==> config.mk <==
export PLATFORM = sky130hd
export DESIGN_NAME = pipelined_control_unit
export DESIGN_NICKNAME = d
export VERILOG_FILES = /design/src/rtl/pipelined_control_unit.sv
export SDC_FILE = /design/constraint.sdc
export NUM_CORES = 1
export LEC_CHECK = 0
export BUFFER_PORTS_ARGS = -buffer_cell sky130_fd_sc_hd__buf_2
export CORE_ASPECT_RATIO = 1.25
export CORE_MARGIN = 2
export CORE_UTILIZATION = 42
export CTS_BUF_LIST = sky130_fd_sc_hd__clkbuf_8
export DETAILED_ROUTE_END_ITERATION = 12
export GPL_TIMING_DRIVEN = 0
export PLACE_DENSITY = 0.78
export SLEW_MARGIN = 20
export SYNTH_ARGS = -nofsm -noshare
export SYNTH_HDL_FRONTEND = slang
export SYNTH_SLANG_ARGS = --single-unit
==> constraint.sdc <==
create_clock -name clk -period 2.2 [get_ports clk]
set_input_delay 0.11 -clock clk [delete_from_list [all_inputs] [get_ports clk]]
set_output_delay 0.11 -clock clk [all_outputs]
set_load 0.05 [all_outputs]
==> src/rtl/pipelined_control_unit.sv <==
// Pipelined MIPS control unit: decodes the ID instruction into a registered ID/EX
// control bundle, with load-use stall, branch flush, EX-busy hold and JR forwarding.
module pipelined_control_unit #(
  parameter int ALUOP_W   = 4,
  parameter int REG_W     = 5,
  parameter int FWD_DEPTH = 2
) (
  input  logic               clk,
  input  logic               rst,
  input  logic               instr_valid,
  input  logic [5:0]         opcode,
  input  logic [5:0]         funct,
  input  logic [REG_W-1:0]   rs,
  input  logic [REG_W-1:0]   rt,
  input  logic [REG_W-1:0]   rd,
  input  logic               branch_taken,
  input  logic               ex_busy,
  output logic               ex_valid,
  output logic               RegWrite,
  output logic               MemToReg,
  output logic               MemRead,
  output logic               MemWrite,
  output logic               Branch,
  output logic               RegDst,
  output logic               ALUSrc,
  output logic               Link,
  output logic [ALUOP_W-1:0] ALUOp,
  output logic [REG_W-1:0]   ex_dest,
  output logic [1:0]         jump,
  output logic [1:0]         jr_fwd_sel,
  output logic               pc_stall,
  output logic               ifid_flush,
  output logic               illegal_op
);

  localparam logic [5:0] OP_RTYPE = 6'b000000;
  localparam logic [5:0] OP_BGEZ  = 6'b000001;
  localparam logic [5:0] OP_J     = 6'b000010;
  localparam logic [5:0] OP_JAL   = 6'b000011;
  localparam logic [5:0] OP_BEQ   = 6'b000100;
  localparam logic [5:0] OP_BNE   = 6'b000101;
  localparam logic [5:0] OP_BGTZ  = 6'b000111;
  localparam logic [5:0] OP_ADDI  = 6'b001000;
  localparam logic [5:0] OP_ADDIU = 6'b001001;
  localparam logic [5:0] OP_SLTI  = 6'b001010;
  localparam logic [5:0] OP_ANDI  = 6'b001100;
  localparam logic [5:0] OP_ORI   = 6'b001101;
  localparam logic [5:0] OP_LUI   = 6'b001111;
  localparam logic [5:0] OP_LW    = 6'b100011;
  localparam logic [5:0] OP_SW    = 6'b101011;

  localparam logic [5:0] FN_SLL  = 6'b000000;
  localparam logic [5:0] FN_SRL  = 6'b000010;
  localparam logic [5:0] FN_SRA  = 6'b000011;
  localparam logic [5:0] FN_JR   = 6'b001000;
  localparam logic [5:0] FN_ADD  = 6'b100000;
  localparam logic [5:0] FN_ADDU = 6'b100001;
  localparam logic [5:0] FN_SUB  = 6'b100010;
  localparam logic [5:0] FN_SUBU = 6'b100011;
  localparam logic [5:0] FN_AND  = 6'b100100;
  localparam logic [5:0] FN_OR   = 6'b100101;
  localparam logic [5:0] FN_NOR  = 6'b100111;
  localparam logic [5:0] FN_SLT  = 6'b101010;

  typedef struct packed {
    logic               valid;
    logic               reg_write;
    logic               mem_to_reg;
    logic               mem_read;
    logic               mem_write;
    logic               branch;
    logic               reg_dst;
    logic               alu_src;
    logic               link;
    logic [ALUOP_W-1:0] alu_op;
    logic [REG_W-1:0]   dest;
    logic [1:0]         jump;
    logic [1:0]         fwd_sel;
  } bundle_t;

  typedef struct packed {
    logic             reg_write;
    logic             mem_read;
    logic [REG_W-1:0] dest;
  } hist_t;

  bundle_t                    ctrl_q, ctrl_d, dec, issue;
  hist_t   [FWD_DEPTH-1:0]    hist_q, hist_d;
  logic                       illegal_q, illegal_d;
  logic                       legal, uses_rt, is_jr, is_jmp;
  logic                       fwd_hit, load_use, jr_load, hazard, accept;
  logic [1:0]                 fwd_idx;

  // Instruction decode; non-writing instructions carry dest 0 so they never alias a hazard.
  always_comb begin
    dec     = '0;
    legal   = 1'b1;
    uses_rt = 1'b0;
    is_jr   = 1'b0;
    is_jmp  = 1'b0;
    case (opcode)
      OP_RTYPE: begin
        uses_rt       = 1'b1;
        dec.reg_write = 1'b1;
        case (funct)
          FN_ADD:  dec.alu_op = ALUOP_W'(4'b0001);
          FN_ADDU: dec.alu_op = ALUOP_W'(4'b1010);
          FN_SUB:  dec.alu_op = ALUOP_W'(4'b0010);
          FN_SUBU: dec.alu_op = ALUOP_W'(4'b1011);
          FN_AND:  dec.alu_op = ALUOP_W'(4'b0011);
          FN_OR:   dec.alu_op = ALUOP_W'(4'b0100);
          FN_NOR:  dec.alu_op = ALUOP_W'(4'b0101);
          FN_SLT:  dec.alu_op = ALUOP_W'(4'b0110);
          FN_SLL:  dec.alu_op = ALUOP_W'(4'b0111);
          FN_SRL:  dec.alu_op = ALUOP_W'(4'b1000);
          FN_SRA:  dec.alu_op = ALUOP_W'(4'b1001);
          FN_JR: begin
            dec.reg_write = 1'b0;
            is_jr         = 1'b1;
          end
          default: legal = 1'b0;
        endcase
      end
      OP_ANDI, OP_ORI, OP_SLTI, OP_ADDI, OP_ADDIU, OP_LUI: begin
        dec.alu_src   = 1'b1;
        dec.reg_write = 1'b1;
        dec.reg_dst   = 1'b1;
        case (opcode)
          OP_ANDI:  dec.alu_op = ALUOP_W'(4'b0011);
          OP_ORI:   dec.alu_op = ALUOP_W'(4'b0100);
          OP_SLTI:  dec.alu_op = ALUOP_W'(4'b0110);
          OP_ADDI:  dec.alu_op = ALUOP_W'(4'b0001);
          OP_ADDIU: dec.alu_op = ALUOP_W'(4'b1010);
          default:  dec.alu_op = ALUOP_W'(4'b1111);
        endcase
      end
      OP_BEQ, OP_BNE, OP_BGTZ, OP_BGEZ: begin
        dec.branch = 1'b1;
        uses_rt    = (opcode == OP_BEQ) || (opcode == OP_BNE);
        case (opcode)
          OP_BEQ:  dec.alu_op = ALUOP_W'(4'b0010);
          OP_BNE:  dec.alu_op = ALUOP_W'(4'b1110);
          OP_BGTZ: dec.alu_op = ALUOP_W'(4'b1100);
          default: dec.alu_op = ALUOP_W'(4'b1101);
        endcase
      end
      OP_LW: begin
        dec.alu_op     = ALUOP_W'(4'b0001);
        dec.alu_src    = 1'b1;
        dec.reg_write  = 1'b1;
        dec.reg_dst    = 1'b1;
        dec.mem_read   = 1'b1;
        dec.mem_to_reg = 1'b1;
      end
      OP_SW: begin
        uses_rt       = 1'b1;
        dec.alu_op    = ALUOP_W'(4'b0001);
        dec.alu_src   = 1'b1;
        dec.mem_write = 1'b1;
      end
      OP_J: begin
        is_jmp   = 1'b1;
        dec.jump = 2'b11;
      end
      OP_JAL: begin
        is_jmp        = 1'b1;
        dec.jump      = 2'b11;
        dec.link      = 1'b1;
        dec.reg_write = 1'b1;
      end
      default: legal = 1'b0;
    endcase
    dec.valid = legal;
    if (dec.reg_write) begin
      dec.dest = dec.link ? REG_W'(31) : (dec.reg_dst ? rt : rd);
    end
  end

  // Scan oldest to youngest so the youngest matching producer wins.
  always_comb begin
    fwd_hit = 1'b0;
    fwd_idx = 2'b00;
    for (int i = FWD_DEPTH - 1; i >= 0; i--) begin
      if (hist_q[i].reg_write && (hist_q[i].dest == rs) && (rs != '0)) begin
        fwd_hit = 1'b1;
        fwd_idx = 2'(i);
      end
    end
  end

  always_comb begin
    issue = dec;
    if (is_jr) begin
      issue.jump    = fwd_hit ? 2'b10 : 2'b01;
      issue.fwd_sel = fwd_hit ? fwd_idx : 2'b00;
    end
  end

  assign load_use = ctrl_q.valid && ctrl_q.mem_read && (ctrl_q.dest != '0) &&
                    ((ctrl_q.dest == rs) || (uses_rt && (ctrl_q.dest == rt)));
  assign jr_load  = is_jr && fwd_hit && (fwd_idx == 2'b00) && hist_q[0].mem_read;
  assign hazard   = instr_valid && (load_use || jr_load);

  // Pipeline control in priority order: reset, branch flush, EX busy, hazard, issue.
  always_comb begin
    pc_stall   = 1'b0;
    ifid_flush = 1'b0;
    accept     = 1'b0;
    if (rst) begin
      pc_stall = 1'b0;
    end else if (branch_taken) begin
      ifid_flush = 1'b1;
    end else if (ex_busy || hazard) begin
      pc_stall = 1'b1;
    end else if (instr_valid) begin
      accept     = 1'b1;
      ifid_flush = legal && is_jmp;
    end
  end

  always_comb begin
    ctrl_d    = '0;
    illegal_d = 1'b0;
    hist_d    = hist_q;
    if (ex_busy && !branch_taken) begin
      ctrl_d = ctrl_q;
    end else begin
      if (accept && legal) begin
        ctrl_d = issue;
      end
      illegal_d = accept && !legal;
      for (int i = 1; i < FWD_DEPTH; i++) begin
        hist_d[i] = hist_q[i-1];
      end
      hist_d[0] = {ctrl_d.reg_write, ctrl_d.mem_read, ctrl_d.dest};
    end
  end

  always_ff @(posedge clk) begin
    if (rst) begin
      ctrl_q    <= '0;
      hist_q    <= '0;
      illegal_q <= 1'b0;
    end else begin
      ctrl_q    <= ctrl_d;
      hist_q    <= hist_d;
      illegal_q <= illegal_d;
    end
  end

  assign ex_valid   = ctrl_q.valid;
  assign RegWrite   = ctrl_q.reg_write;
  assign MemToReg   = ctrl_q.mem_to_reg;
  assign MemRead    = ctrl_q.mem_read;
  assign MemWrite   = ctrl_q.mem_write;
  assign Branch     = ctrl_q.branch;
  assign RegDst     = ctrl_q.reg_dst;
  assign ALUSrc     = ctrl_q.alu_src;
  assign Link       = ctrl_q.link;
  assign ALUOp      = ctrl_q.alu_op;
  assign ex_dest    = ctrl_q.dest;
  assign jump       = ctrl_q.jump;
  assign jr_fwd_sel = ctrl_q.fwd_sel;
  assign illegal_op = illegal_q;

endmodule

==> run_results.csv, run 1 <==
group,metric,value,unit
worst_hold_path,hold_depth,4,
worst_hold_path,holdPathEnd,"hist_q[7]$_SDFFE_PP0N_",
die,io-pin-count,57,
synthesis,yosysSeqAreaShare,28.2,%
synthesis,ys.flop_type,"dfxtp_1",
clock_tree,clock-sinks,27,
worst_setup_path,crit_type,"reg -> out",
drt,wl_per_cell,13.9,um
run_status,status,"finished with violations",
sta,hold_viol,0,
drt,drt-total-wl,5.05,mm
sta,setup_ws,-0.188,ns
placed_design,dpl.hpwl,3.87,mm
drt,drtIter0Drc,69,
synthesis,synth.yosys.warnings,0,
drt,drc,0,
sta,setup_viol,11,
worst_setup_path,reg2reg_depth,9,
worst_hold_path,holdCritPathClass,"in -> reg",
synthesis,synthAdderAreaFrac,0,%
placed_design,pre_cts_slack,-0.115,ns
clock_tree,cts_tree,"done",
synthesis,ys_ff_latch,27,
worst_setup_path,r2r_end,"hist_q[3]$_SDFFE_PP0N_",
drt,dr.pass1.iters,4,
sta,tightest_slew,0.947,ns
clock_tree,insertion_delay,0.28,ns
synthesis,synth_mux_area_share,3.46,%
worst_setup_path,start_kind,"flip-flop",
clock_tree,htreeDepth,1,
sta,clock_skew,0.00593,ns
synthesis,syn_inst,247,
synthesis,async_flop_share,0,%
worst_setup_path,required,2.09,ns
worst_setup_path,critPathCaptureType,"primary output",
placed_design,portBuffers,50,
global_route,antenna_found_initial,0,
global_route,grt_pass1_vias,1887,
clock_tree,clockRootBuffer,"clkbuf_8",
clock_tree,clk_path_buf_depth,2,
placed_design,dp.cells,355,
global_route,gr-usage-all-layers,20.7,%
worst_setup_path,worst-path-max-fanout,2,
synthesis,syn_area_per_cell,7.76,sq um
synthesis,synth_cell_type_count,52,
die,core,4390,sq um
worst_setup_path,rrSetupSlack,-0.09,ns
drt,vias_per_cell,5.38,
cells_and_area,nFillCells,404,
drt,antenna_violating_nets_post_route,0,
cells_and_area,utilization,54.7,%
cells_and_area,drive_gt1_share,32.5,%
die,start_util,43.6,%
cells_and_area,nNetsFinal,338,
cells_and_area,antennaDiodeCount,0,
global_route,grt_pass1_wl,8.51,mm
run_status,violations,"setup timing",
worst_hold_path,min_from,"branch_taken",
sta,report.final.slew_viol_count,0,
synthesis,synth_edf_count,0,
power_and_ir_drop,power_density,408,nW/um^2
sta,slew_headroom,36.3,%
power_and_ir_drop,vdd_ir_drop_max,236,uV
sta,finalCritPeriodShare,109,%
cells_and_area,instances_no_fill,363,
clock_tree,cts.clk_slew.worst_paths,0.09,ns
die,fp.dieW,64.4,um
die,core.rowCount,27,
global_route,grt_overflow,0,
synthesis,netlist_area,1920,sq um
sta,rsz0062_at_grt,"yes",
clock_tree,ctsHoldBuffers,0,
run,maxCapViolCount,0,
cells_and_area,synthToLayoutAreaGrowth,25.4,%
synthesis,syn-num-nets,279,
synthesis,synth_xor_area_share,7.77,%
clock_tree,cts-buffers-inserted,3,
global_route,grt_max_degree,16,
sta,setup_tns,-0.760,ns
die,fp.dieH,79.5,um
sta,period_needed,2.39,ns
synthesis,synth_compound_area_share,21.4,%
worst_setup_path,crit_arrival,2.28,ns
drt,vias,1954,
placed_design,place_congestion,0.862,
synthesis,synth_top_family_by_area,"simple AND/OR/NAND/NOR gates",
power_and_ir_drop,leakage,0.00101,uW
worst_setup_path,r2r-start,"hist_q[0]$_SDFFE_PP0N_",
die,dieArea,5120,sq um
synthesis,synth-simple-area-share,31.0,%
sta,fmax,419,MHz
## through the flow
stage                     total power, uW  hold WS [ns]  instance area [sq um]
after detailed placement              699         0.444                   2240
after global routing                 1010         0.279                   2400
after floorplan                       635         0.334                   1920
after CTS                             975         0.235                   2370
after global placement                696         0.435                   2240
final                                 979         0.245                   2400
## registers in the layout (all words and copies together) (netlist names)
name / cells
ALUSrc: 1
MemWrite: 1
ALUOp: 4
illegal_op: 1
jump: 2
hist_q: 12
ex_valid: 1
Link: 1
jr_fwd_sel: 1
MemToReg: 1
Branch: 1
RegDst: 1
## worst max-delay path, stage by stage (launching register included)
cell and delay [ns]:
dfxtp_4 0.35, or3_4 0.38, o311a_4 0.33, nor4b_4 0.14
a221oi_4 0.23, and2b_2 0.25, o21a_1 0.17, buf_6 0.15
## cell families (layout without fill, tap and decap cells)
group / count (synthesis) / in the layout
and+or+nand+nor: 109 / 109
AOI/OAI and AO/OA: 59 / 59
buffers and inverters: 28 / 86
DFF: 27 / 27
xor gates and xnor gates: 17 / 17
muxes: 6 / 6
other: 1 / 1
## cells in the final DEF (no fill, tap or decap), types with 5 or more instances in the layout
cell | netlist | layout
o21ai_0 | 13 | 9
nor2_1 | 19 | 18
a21oi_1 | 14 | 13
nand2b_1 | 9 | 9
buf_6 | 2 | 6
nor4_1 | 7 | 7
nand2_1 | 36 | 36
xor2_1 | 9 | 9
clkbuf_1 | 12 | 12
o31ai_2 | 3 | 5
mux2_2 | 5 | 5
xnor2_1 | 8 | 8
buf_4 | 8 | 10
dfxtp_1 | 27 | 24
inv_1 | 5 | 5
buf_2 | 1 | 49
nor2b_1 | 7 | 7
## area by class of cell
type	count	area (sq um)	share of cell area [%]
buffer	22	125	5.21
clock buffer	3	41.3	1.72
clock inverter	1	5.00	0.208
inverter	5	18.8	0.781
multi-input combinational	192	1280	53.4
sequential	27	549	22.9
tap	58	72.6	3.02
timing repair buffer	55	308	12.8
## what timing repair did
item / in CTS / in global routing
pin swaps: 3 / 3
resized for setup: 20 / 5
endpoints found under the setup margin: 16 / 22
gates cloned: 1 / 0
setup buffers: 4 / 0
endpoints found under the hold margin: 0 / 0
## worst max path at each step
stage	from	endpoint	slack (ns)
finish	hist_q[0]$_SDFFE_PP0N_	pc_stall	-0.19
global route	hist_q[0]$_SDFFE_PP0N_	pc_stall	-0.24
CTS	hist_q[0]$_SDFFE_PP0N_	pc_stall	-0.20
detailed placement	hist_q[0]$_SDFFE_PP0N_	pc_stall	-0.11
global placement	hist_q[0]$_SDFFE_PP0N_	pc_stall	-0.08
floorplan	hist_q[0]$_SDFFE_PP0N_	pc_stall	0.09
## report_power, final
part | internal [uW] | total [uW] | switching, uW
Combinational | 80.2 | 205 | 125
Clock | 127 | 287 | 160
Sequential | 487 | 488 | 0.699
Total | 694 | 979 | 285
## synth_stat cells (all sizes together) (3+ instances only)
cell type	instances	area (sq um)
a22oi	4	30.0
nand4	3	18.8
o31ai	6	60.1
or2	4	25.0
nor2	19	71.3
and3	3	21.3
a22o	3	26.3
inv	5	18.8
nor3	4	20.0
a32o	4	40.0
xnor2	8	70.1
xor2	9	78.8
o21ai	13	65.1
nor4	8	65.1
a21oi	14	70.1
buf	11	87.6
clkbuf	12	45.0
mux2	5	56.3
nand2	36	135
nor2b	7	43.8
nand2b	9	56.3
dfxtp	27	541
nand3	4	25.0
## routing by layer
layer | vias to the layer above | global-route usage, % | share of wire, %
li1 | 981 | - | -
met1 | 916 | 24.4 | 42
met2 | 44 | 37.4 | 51
met3 | 13 | 2.40 | 3.8
met4 | 0 | 8.72 | 3.2
met5 | - | 0 | 0
(Power assumes the default switching activity.)
==> run 2: changes to the inputs <==
--- a/config.mk
+++ b/config.mk
@@ -6,12 +6,14 @@
 export NUM_CORES = 1
 export LEC_CHECK = 0
 export BUFFER_PORTS_ARGS = -buffer_cell sky130_fd_sc_hd__buf_2
+export CAP_MARGIN = 0
 export CORE_ASPECT_RATIO = 1.25
 export CORE_MARGIN = 2
 export CORE_UTILIZATION = 42
 export CTS_BUF_LIST = sky130_fd_sc_hd__clkbuf_8
 export DETAILED_ROUTE_END_ITERATION = 12
 export GPL_TIMING_DRIVEN = 0
+export MAX_ROUTING_LAYER = met4
 export PLACE_DENSITY = 0.78
 export SLEW_MARGIN = 20
 export SYNTH_ARGS = -nofsm -noshare
==> constraint.sdc (replaced) <==
create_clock -name clk -period 2.7 [get_ports clk]
set_input_delay 0.135 -clock clk [delete_from_list [all_inputs] [get_ports clk]]
set_output_delay 0.135 -clock clk [all_outputs]
set_load 0.05 [all_outputs]
==> run 2 against run 1 <==
Clock power decreased by 23%. Hold slack better by 0.021 ns. Wire length down 6.4%. Combinational power is 21% lower. The flow now finishes without violations. Register-to-register slack better by 0.53 ns. Highest routed layer unchanged. Critical path depth stayed put. Non-clock buffer count shrank 4. Worst setup slack gained 0.31 ns. Via count down 1.9%. Clock-buffer cell count stayed put. Cell area down 4.5%. Critical path type unchanged. Sequential cell count unchanged.
==> run_results.csv, run 2 (synthesis gave the netlist of run 1 again) <==
group,metric,value,unit
worst_setup_path,path_cells,"or3_1 -> o311a_1 -> nor4b_4 -> a221oi_4 -> and2b_2 -> o21a_1 -> buf_2",
worst_setup_path,start_kind,"flip-flop",
sta,tightest_slew,0.933,ns
die,dieArea,5120,sq um
die,core,4390,sq um
cells_and_area,seq_area,541,sq um
cells_and_area,nNetsFinal,334,
power_and_ir_drop,power_density,340,nW/um^2
power_and_ir_drop,power.total,781,uW
worst_setup_path,cp.depth,7,
placed_design,dpl.hpwl,3.80,mm
worst_setup_path,crit_arrival,2.44,ns
drt,vias_per_cell,5.34,
clock_tree,cts-buffers-inserted,3,
worst_setup_path,cp-startpoint,"hist_q[0]$_SDFFE_PP0N_",
worst_setup_path,r2r-start,"hist_q[0]$_SDFFE_PP0N_",
worst_setup_path,cp_slowest_stage_delay,0.39,ns
cells_and_area,multiInputGateArea,1230,sq um
global_route,grt_overflow,0,
drt,drt-total-wl,4.73,mm
worst_hold_path,holdCritPathClass,"in -> reg",
cells_and_area,utilization,52.3,%
sta,setup_tns,0,ns
cells_and_area,regMostFlops,"hist_q",
global_route,gr-usage-all-layers,19.7,%
worst_setup_path,crit_path_top_delay_cell,"dfxtp_1",
run_status,status,"finished, final reports clean",
worst_setup_path,worst-path-max-fanout,6,
sta,period_needed,2.58,ns
global_route,antenna_found_initial,0,
clock_tree,insertion_delay,0.27,ns
clock_tree,htreeDepth,1,
cells_and_area,instances_no_fill,359,
placed_design,portBuffers,50,
worst_setup_path,critPathCapture,"pc_stall",
cells_and_area,nFillCells,447,
drt,drtIter0Drc,83,
sta,clock_skew,0.00262,ns
clock_tree,clock-sinks,27,
worst_setup_path,reg2reg_depth,7,
drt,vias,1916,
clock_tree,cts.clk_slew.worst_paths,0.09,ns
sta,fmax,388,MHz
drt,dr.pass1.iters,4,
clock_tree,clockRootBuffer,"clkbuf_8",
cells_and_area,drive_gt1_share,27.9,%
cells_and_area,final_cell_mix,"51 x buf_2, 36 x nand2_1, 27 x dfxtp_1, 19 x nor2_1, 14 x a21oi_1",
sta,hold_viol,0,
placed_design,dp.cells,355,
drt,antenna_violating_nets_post_route,0,
placed_design,place_congestion,0.861,
die,fp.dieH,79.5,um
worst_setup_path,required,2.57,ns
drt,wl_per_cell,13.2,um
power_and_ir_drop,vdd_ir_drop_max,175,uV
global_route,grt_max_degree,15,
drt,drc,0,
die,fp.dieW,64.4,um
clock_tree,clk_path_buf_depth,2,
die,io-pin-count,57,
worst_setup_path,worst-path-buf-inv,1,
cells_and_area,antennaDiodeCount,0,
worst_setup_path,r2r_end,"hist_q[2]$_SDFFE_PP0N_",
global_route,grt_pass1_vias,1797,
cells_and_area,synthToLayoutAreaGrowth,19.8,%
cells_and_area,largest_reg_flops,12,
sta,finalCritPeriodShare,95.5,%
worst_hold_path,hold_depth,3,
sta,rsz0062_at_grt,"no",
die,start_util,43.6,%
power_and_ir_drop,leakage,0.000991,uW
run,maxCapViolCount,0,
clock_tree,cts_setup_buffers,0,
cells_and_area,final_common_cell,"buf_2",
worst_setup_path,crit_type,"reg -> out",
clock_tree,cts_tree,"done",
sta,report.final.slew_viol_count,0,
worst_setup_path,rrSetupSlack,0.44,ns
sta,slew_headroom,37.2,%
die,core.rowCount,27,
sta,setup_viol,0,
global_route,grt_pass1_wl,8.04,mm
worst_setup_path,crit_family,"simple AND/OR/NAND/NOR gates",
worst_setup_path,critPathCaptureType,"primary output",
## run 2: changes by cell type in the layout (fill, tap and decap cells not counted), moves of 2 or more
cell / delta
buf_2: +2
o31ai_2: -2
o31ai_1: +2
dfxtp_1: +3
buf_6: -4
o21ai_0: +4
dfxtp_4: -2
buf_4: -2
o21ai_1: -3
## run 2: layer usage
| metal | track usage, % | wire [um] |
|---|---|---|
| met1 | 24.3 | 2110 |
| met2 | 34.2 | 2350 |
| met3 | 1.69 | 175 |
| met4 | 5.96 | 88 |
| met5 | - | 0 |
## run 2: worst min-delay path by stage
| stage | end | from | slack [ns] |
|---|---|---|---|
| floorplan | ALUOp[0]$_SDFFE_PP0N_ | funct[3] | 0.36 |
| global placement | ALUOp[0]$_SDFFE_PP0N_ | ALUOp[0]$_SDFFE_PP0N_ | 0.44 |
| detailed placement | ALUSrc$_SDFFE_PP0N_ | ALUSrc$_SDFFE_PP0N_ | 0.44 |
| CTS | illegal_op$_SDFF_PP0_ | rst | 0.26 |
| global route | illegal_op$_SDFF_PP0_ | rst | 0.28 |
| finish | illegal_op$_SDFF_PP0_ | rst | 0.27 |
## run 2: worst min-delay path, cell delays in order
cell and delay, ns:
buf_2 0.09, nor3_1 0.07, and3_2 0.20
## run 2: timing repair
item                                    4_1_cts  5_1_grt
resized for setup                             0        1
hold buffers                                  0        0
hold endpoints to repair                      0        0
endpoints found under the setup margin        0        1
## run 2: report_power, final
| group | internal [uW] | switching (uW) | leakage, uW |
|---|---|---|---|
| combinational | 63.0 | 99.0 | 0.000747 |
| clock | 102 | 118 | 0.0000269 |
| sequential | 399 | 0.523 | 0.000217 |
| total | 563 | 218 | 0.000991 |
## run 2: cell type report
type | count | share of cell area (%)
Multi-Input combinational cell | 192 | 53.8
Sequential cell | 27 | 23.6
Timing Repair Buffer | 50 | 10.9
Buffer | 23 | 5.78
Tap cell | 58 | 3.16
Clock buffer | 3 | 1.80
Inverter | 5 | 0.818
Clock inverter | 1 | 0.164
## run 2: through the flow
step	area (sq um)	setup slack [ns]	hold slack [ns]
CTS	2280	0.0566	0.264
finish	2290	0.122	0.265
global route	2290	0.0155	0.279
detailed placement	2240	0.356	0.444
global placement	2240	0.385	0.435
floorplan	1920	0.386	0.359
